--- src/rtl/event_timestamper_pkg.sv ---
// Shared constants and helpers for the event timestamper slice.
// The timestamp width must match the count width of the free-running counter.
package event_timestamper_pkg;

  localparam int TS_WIDTH   = 32;
  localparam int DROP_CNT_W = 8;

  // Occupancy runs 0..depth inclusive, so it needs one bit more than a pointer.
  function automatic int fill_w(input int depth);
    return $clog2(depth) + 1;
  endfunction

endpackage

--- src/rtl/event_timestamper_sync_fifo.sv ---
// First-word-fall-through FIFO: the head entry is visible on rdata whenever not empty.
// A push into a full FIFO is accepted only when a pop frees the head slot in the same cycle.
module event_timestamper_sync_fifo
  import event_timestamper_pkg::*;
#(
  parameter int WIDTH = TS_WIDTH,
  parameter int DEPTH = 8
) (
  input  logic                      clk,
  input  logic                      rst,
  input  logic                      push,
  input  logic [WIDTH-1:0]          wdata,
  input  logic                      pop,
  output logic [WIDTH-1:0]          rdata,
  output logic                      full,
  output logic                      empty,
  output logic [fill_w(DEPTH)-1:0]  fill
);

  localparam int PTR_W  = $clog2(DEPTH);
  localparam int FILL_W = fill_w(DEPTH);

  logic [WIDTH-1:0]  mem [DEPTH];
  logic [PTR_W-1:0]  wr_ptr;
  logic [PTR_W-1:0]  rd_ptr;
  logic [FILL_W-1:0] occ;
  logic              wr_en;
  logic              rd_en;

  assign empty = (occ == '0);
  assign full  = (occ == FILL_W'(DEPTH));
  assign rd_en = pop & ~empty;
  assign wr_en = push & (~full | rd_en);
  assign fill  = occ;
  assign rdata = empty ? '0 : mem[rd_ptr];

  always_ff @(posedge clk or posedge rst) begin
    if (rst) begin
      wr_ptr <= '0;
      rd_ptr <= '0;
      occ    <= '0;
    end else begin
      if (wr_en) wr_ptr <= wr_ptr + PTR_W'(1);
      if (rd_en) rd_ptr <= rd_ptr + PTR_W'(1);
      case ({wr_en, rd_en})
        2'b10:   occ <= occ + FILL_W'(1);
        2'b01:   occ <= occ - FILL_W'(1);
        default: occ <= occ;
      endcase
    end
  end

  // Storage needs no reset: empty-ness is carried by occ and rdata is masked.
  always_ff @(posedge clk) begin
    if (wr_en) mem[wr_ptr] <= wdata;
  end

endmodule

--- src/rtl/event_timestamper.sv ---
// Captures the counter value on each synchronised rising edge of event_in and queues it.
// Events arriving while the queue is full and not draining are dropped and counted.
module event_timestamper
  import event_timestamper_pkg::*;
#(
  parameter int WIDTH       = TS_WIDTH,
  parameter int DEPTH       = 8,
  parameter int SYNC_STAGES = 2
) (
  input  logic                      clk,
  input  logic                      rst,
  input  logic [WIDTH-1:0]          count,
  input  logic                      event_in,
  output logic [WIDTH-1:0]          ts_data,
  output logic                      ts_valid,
  input  logic                      ts_ready,
  output logic [fill_w(DEPTH)-1:0]  fill,
  output logic                      overflow,
  output logic [DROP_CNT_W-1:0]     drop_cnt,
  input  logic                      clear_ovf
);

  // Handshake: the head entry transfers on any cycle where ts_valid and ts_ready
  // are both high; while ts_valid is high and ts_ready low, ts_data holds steady.

  logic [SYNC_STAGES-1:0] sync_q;
  logic                   sync_d;
  logic                   event_edge;
  logic                   pop;
  logic                   full;
  logic                   empty;
  logic                   drop;

  always_ff @(posedge clk or posedge rst) begin
    if (rst) begin
      sync_q <= '0;
      sync_d <= 1'b0;
    end else begin
      sync_q <= {sync_q[SYNC_STAGES-2:0], event_in};
      sync_d <= sync_q[SYNC_STAGES-1];
    end
  end

  assign event_edge = sync_q[SYNC_STAGES-1] & ~sync_d;
  assign ts_valid   = ~empty;
  assign pop        = ts_valid & ts_ready;
  assign drop       = event_edge & full & ~pop;

  event_timestamper_sync_fifo #(
    .WIDTH (WIDTH),
    .DEPTH (DEPTH)
  ) u_fifo (
    .clk   (clk),
    .rst   (rst),
    .push  (event_edge),
    .wdata (count),
    .pop   (pop),
    .rdata (ts_data),
    .full  (full),
    .empty (empty),
    .fill  (fill)
  );

  // A drop in the same cycle as clear_ovf wins, restarting the count at one.
  always_ff @(posedge clk or posedge rst) begin
    if (rst) begin
      overflow <= 1'b0;
      drop_cnt <= '0;
    end else if (drop) begin
      overflow <= 1'b1;
      if (clear_ovf)
        drop_cnt <= DROP_CNT_W'(1);
      else if (drop_cnt != '1)
        drop_cnt <= drop_cnt + DROP_CNT_W'(1);
    end else if (clear_ovf) begin
      overflow <= 1'b0;
      drop_cnt <= '0;
    end
  end

endmodule
--- config.mk ---
export PLATFORM = sky130hd
export DESIGN_NAME = event_timestamper
export DESIGN_NICKNAME = d
export VERILOG_FILES = /design/src/rtl/event_timestamper_pkg.sv /design/src/rtl/event_timestamper_sync_fifo.sv /design/src/rtl/event_timestamper.sv
export SDC_FILE = /design/constraint.sdc
export NUM_CORES = 1
export LEC_CHECK = 0
export BUFFER_PORTS_ARGS = -buffer_cell sky130_fd_sc_hd__buf_2
export CAP_MARGIN = 25
export CORE_ASPECT_RATIO = 0.5
export CORE_MARGIN = 2
export CORE_UTILIZATION = 25
export CTS_BUF_LIST = sky130_fd_sc_hd__clkbuf_8
export CTS_CLUSTER_SIZE = 8
export DETAILED_ROUTE_END_ITERATION = 16
export SETUP_SLACK_MARGIN = 0.05
export SKIP_LAST_GASP = 1
export SLEW_MARGIN = 20
export SYNTH_ARGS = -nofsm -noshare
export SYNTH_HDL_FRONTEND = slang
export SYNTH_HIERARCHICAL = 1
export SYNTH_SLANG_ARGS = --single-unit
--- constraint.sdc ---
create_clock -name clk -period 4.8 [get_ports clk]
set_input_delay 1.44 -clock clk [delete_from_list [all_inputs] [get_ports clk]]
set_output_delay 1.44 -clock clk [all_outputs]
set_load 0.05 [all_outputs]
==> impl_metrics.json, run 1 <==
{
  "yosys.area_share.simple_pct": 3.69,
  "synth_xor_area_share_pct": 0.477,
  "cts_hold_buf": 0,
  "synth.avg_cell_area_um2": 20.7,
  "drc_errors": 0,
  "ys.warnings.count": 6,
  "max_stage_delay_ps": 740,
  "final_cell_mix": "edfxtp_1 (256), buf_2 (82), mux4_2 (64), clkbuf_8 (47), nor2_1 (37)",
  "synth_area_leaders": "edfxtp_1 (70%), mux4_2 (13%), dfrtp_1 (5.0%)",
  "cp_data_arrival_time_ps": 2770,
  "core_area_um2": 43500,
  "clock-root-buffer": "clkbuf_8",
  "cap_viol_max_count": 0,
  "power_leakage_nw": 4.43,
  "crit_slowest_cell": "dfrtp_4",
  "instances_no_fill": 1271,
  "power_frac_comb_pct": 36.6,
  "dr.pass1.iters": 4,
  "yosysSeqAreaShare_pct": 74.8,
  "grt_pass1_vias": 5883,
  "endpoint_kind": "output port",
  "rsz0062_at_grt": "no",
  "vias_per_cell": 4.28,
  "fin_area_um2": 13000,
  "post-route-period-util_pct": 87.7,
  "critPathKind": "register to output port",
  "worstPathCellList": "buf_12 -> mux4_2 -> mux2i_1 -> nor2_1 -> buf_2",
  "pwr-share-clk_pct": 23.3,
  "clkSinkCount": 278,
  "ant_nets": 0,
  "drive_gt1_share_pct": 35.3,
  "grt_pass1_wl_um": 34700,
  "synthArstFlopShare_pct": 7.91,
  "netlist_area_um2": 11000,
  "whs_ps": 343,
  "synth_nets": 576,
  "status": "complete, no violations",
  "gp_congestion": 0.777,
  "tightest_slew_ps": 933,
  "synth_cells": 533,
  "postCtsSetupBuffers": 0,
  "cts_resized": 0,
  "place_area_um2": 12200,
  "wl_per_cell_um": 17.7,
  "vias": 5441,
  "grt_start_max_net_pins": 35,
  "switchingPower_mw": 2.95,
  "power_density_nw_per_um2": 594,
  "portBuffers": 82,
  "p_total_mw": 7.72,
  "swShare_pct": 38.2,
  "irDropWorstVdd_v": 0.000259,
  "die_w_um": 301,
  "grt.overflow.total": 0,
  "hold_viol": 0,
  "ys_ff_latch": 278,
  "synth_edf_count": 256,
  "relSlewSlack_pct": 37.7,
  "fmax_mhz": 238,
  "die_h_um": 152,
  "min_path_type": "register to register",
  "drtIter0Drc": 303,
  "synth_top_area_share_pct": 69.8,
  "track_usage_pct": 9.90,
  "cts_max_level": 2,
  "setup-violations-final": 0,
  "p_int_mw": 4.77,
  "antenna_found_initial": 1,
  "fill_cells": 4273,
  "period_needed_ps": 4210,
  "synth_compound_area_share_pct": 2.18,
  "io_pins": 83,
  "nets": 694,
  "synth-main-ff-cell": "edfxtp_1",
  "yosysTopAreaCell": "edfxtp_1",
  "layout_commonest_cell": "edfxtp_1",
  "place_inst": 1191,
  "fin_tns_setup_ps": 0,
  "numCtsBuffers": 46,
  "clkLatencyLatePin_ps": 560,
  "drv_slew": 0,
  "finalWirelength_um": 22500,
  "cts.clk_slew.worst_paths_ps": 60,
  "worstPathMaxFanout": 32,
  "rows": 54,
  "power_frac_seq_pct": 40.1,
  "synth_top_family_by_area": "multiplexers",
  "initial_core_util_pct": 25.3,
  "cts_tree": "done",
  "die_area_um2": 45800,
  "worst_setup_path_start_kind": "register",
  "cts.path.max_buffers": 3,
  "ys_types": 53,
  "layout_setup_ws_ps": 591,
  "hpwl_um": 13000,
  "clock_skew_ps": 28.1,
  "worst_ep_required_time_ps": 3360,
  "syn2layout_area_growth_pct": 18.1,
  "synthMuxAreaShare_pct": 16.3,
  "synthAdderAreaFrac_pct": 0.750,
  "final_core_util_pct": 29.9,
  "pre_cts_ws_ps": 730
}
==> power by group through the flow <==
stage	clock, mW	combinational, mW	sequential, mW
2_1_floorplan	0	2.28	3.01
3_3_place_gp	0	2.84	3.14
3_5_place_dp	0	2.86	3.15
4_1_cts	1.85	2.87	3.10
5_1_grt	1.95	3.00	3.13
6_report	1.80	2.82	3.09
==> critical path, delay by kind of cell (launching register included) <==
kind	cells	cell delay (ps)
buffers and inverters	2	590
multiplexers	2	810
flip-flops	1	740
AND/OR/NAND/NOR	1	70
==> synthesized netlist by cell type, drive strengths merged, types with 3 or more instances <==
| cell | n |
|---|---|
| a21oi | 6 |
| a31oi | 3 |
| buf | 22 |
| clkbuf | 4 |
| dfrtp | 22 |
| edfxtp | 256 |
| ha | 5 |
| inv | 9 |
| mux2i | 33 |
| mux4 | 64 |
| nand2 | 11 |
| nand2b | 6 |
| nand3 | 4 |
| nor2 | 44 |
| nor2b | 3 |
| o21ai | 4 |
| xnor2 | 5 |
==> metal layers <==
metal | track usage, % | share of wire [%]
met1 | 11.9 | 42
met2 | 17.6 | 52
met3 | 1.68 | 3.4
met4 | 3.89 | 2.5
met5 | 0 | 0
==> state kept, by name (all words and copies together) (netlist names) <==
| register | count |
|---|---|
| drop_cnt | 8 |
| overflow | 1 |
| sync_d | 1 |
| sync_q | 2 |
| u_fifo/fill | 4 |
| u_fifo/mem | 256 |
| u_fifo/rd_ptr | 3 |
| u_fifo/wr_ptr | 3 |
==> cell type report <==
class / instances / area (um2) / share of cell area, %
flip-flops and latches: 278 / 8240 / 63.4
multi-input cells: 220 / 2650 / 20.4
well taps: 588 / 736 / 5.66
repair buffers: 96 / 541 / 4.16
diodes: 1 / 2.50 / 0.0192
clock inverters: 32 / 144 / 1.11
inverters: 9 / 33.8 / 0.260
clock buffers: 47 / 647 / 4.98
==> final timing paths <==
| kind | start | to | slack (ps) | cells after the start |
|---|---|---|---|---|
| max | u_fifo/rd_ptr[0] | ts_data[4] | 590 | 5 |
| min | sync_q[0] | sync_q[1] | 340 | 0 |
| max reg2reg | u_fifo/fill[1] | u_fifo/mem[0][8] | 1140 | 8 |
| min reg2reg | sync_q[0] | sync_q[1] | 340 | 0 |
| max in group asynchronous | rst | drop_cnt[0] | 3540 | 2 |
| min in group asynchronous | rst | u_fifo/fill[1] | 900 | 2 |
==> kinds of logic after synthesis <==
| group | Yosys count |
|---|---|
| AO/OA/AOI/OAI | 29 |
| XOR/XNOR | 6 |
| adder cells (fa/ha/maj) | 6 |
| buffers and inverters | 35 |
| flip-flops | 278 |
| multiplexers | 99 |
| AND/OR/NAND/NOR | 80 |
Note: power is estimated with default switching activity, not from simulation.
==> run 2, diff against run 1 <==
==> constraint.sdc (replaced) <==
create_clock -name clk -period 4.8 [get_ports clk]
set_input_delay 1.44 -clock clk [delete_from_list [all_inputs] [get_ports clk]]
set_output_delay 1.44 -clock clk [all_outputs]
set_load 0.005 [all_outputs]
==> run 2 against run 1 <==
Net effect: first-iteration DRC count up 19%; clock power rose by 5%; cell count is 0.16% higher; sequential cell count did not move; power fell by 10%; combinational power shrank 32%; clock skew about the same; count of clock-buffer cells in the layout is 1 lower; non-clock buffer count rose by 2; die area unchanged; largest power group unchanged.
==> impl_metrics.json, run 2 (synthesis gave the netlist of run 1 again) <==
{
  "status": "complete, no violations",
  "min_path_cells": 0,
  "rows": 54,
  "ant_nets": 0,
  "core_area_um2": 43500,
  "die_h_um": 152,
  "r2r_setup_slack_ps": 1080,
  "hp-start": "sync_q[0]",
  "syn2layout_area_growth_pct": 18.7,
  "die_w_um": 301,
  "cts_tree": "done",
  "worstPathMaxFanout": 28,
  "period_needed_ps": 4250,
  "irDropWorstVdd_v": 0.000184,
  "nets": 696,
  "cts_max_level": 2,
  "drv_slew": 0,
  "postCtsSetupBuffers": 0,
  "worst_setup_path_start_kind": "register",
  "rsz0062_at_grt": "no",
  "io_pins": 83,
  "critPathKind": "register to output port",
  "initial_core_util_pct": 25.3,
  "finalWirelength_um": 21900,
  "setup-violations-final": 0,
  "clock-root-buffer": "clkbuf_8",
  "fmax_mhz": 235,
  "dr.pass1.iters": 6,
  "cts.path.max_buffers": 3,
  "grt_pass1_vias": 5729,
  "hold_viol": 0,
  "die_area_um2": 45800,
  "reg2reg_depth": 11,
  "cap_viol_max_count": 0,
  "gp_congestion": 0.771,
  "vias": 5393,
  "power_density_nw_per_um2": 529,
  "fin_tns_setup_ps": 0,
  "fill_cells": 4269,
  "timing.rr.end": "u_fifo/fill[3]",
  "cts_hold_buf": 0,
  "vias_per_cell": 4.24,
  "hpwl_um": 12400,
  "endpoint_kind": "output port",
  "worst_ep_required_time_ps": 3360,
  "clkLatencyLatePin_ps": 560,
  "post-route-period-util_pct": 88.5,
  "clkSinkCount": 278,
  "drc_errors": 0,
  "tightest_slew_ps": 931,
  "cts_resized": 0,
  "numCtsBuffers": 46,
  "min_path_type": "register to register",
  "diodes": 0,
  "grt_start_max_net_pins": 35,
  "clock_skew_ps": 28.3,
  "wl_per_cell_um": 17.2,
  "drtIter0Drc": 360,
  "cts.clk_slew.worst_paths_ps": 60,
  "grt.overflow.total": 0,
  "grt_pass1_wl_um": 33700,
  "relSlewSlack_pct": 37.8,
  "largest_reg_flops": 256,
  "layout_commonest_cell": "edfxtp_1",
  "cp_data_arrival_time_ps": 2810,
  "track_usage_pct": 9.58,
  "antenna_found_initial": 0,
  "whs_ps": 356,
  "r2r-start": "u_fifo/fill[0]",
  "hold_path_end": "sync_q[1]",
  "portBuffers": 82,
  "power_leakage_nw": 4.45,
  "final_cell_mix": "edfxtp_1 (256), buf_2 (82), mux4_2 (64), clkbuf_8 (46), nor2_1 (37)",
  "drive_gt1_share_pct": 35.5,
  "registers.top_by_ff_count": "u_fifo/mem"
}
[run 2: how the worst max path moves through the flow]
stage,from,endpoint,depth (start not counted)
after floorplan,ts_ready,u_fifo/mem[6][0],6
after global placement,ts_ready,u_fifo/mem[0][4],7
after detailed placement,ts_ready,u_fifo/mem[0][4],7
after CTS,u_fifo/rd_ptr[0],ts_data[26],5
after global routing,u_fifo/rd_ptr[0],ts_data[26],5
final,u_fifo/rd_ptr[0],ts_data[26],5
[run 2: area by class of cell]
type	instances	area, um2	area share, %
Sequential cell	278	8240	63.1
Clock buffer	46	633	4.85
Tap cell	588	736	5.63
Timing Repair Buffer	98	563	4.31
Inverter	9	33.8	0.259
Clock inverter	34	203	1.55
Multi-Input combinational cell	220	2650	20.3
[run 2: power by group]
part | internal (mW) | switching [mW]
combinational | 1.01 | 0.893
clock | 1.00 | 0.887
sequential | 2.85 | 0.273
[run 2: layer usage]
layer	track usage [%]	share of wire, %
met1	11.2	41
met2	17.5	54
met3	1.65	3.2
met4	3.65	2.2
met5	0	0
[run 2: per-stage QoR]
step	total power [mW]	util, %	instances	instance area [um2]	setup slack (ps)
2_1_floorplan	4.40	-	533	11000	842
3_3_place_gp	5.08	28.1	1192	12200	691
3_5_place_dp	5.12	28.1	1192	12200	638
4_1_cts	7.02	30.0	1272	13100	470
5_1_grt	7.27	30.0	1273	13100	397
6_report	6.91	30.0	1273	13100	552
[run 2: critical path: stages (launching register included)]
cell and delay (ps):
dfrtp_4 810, buf_4 370, mux4_2 540, mux2i_1 270, nor2_1 90, buf_2 170
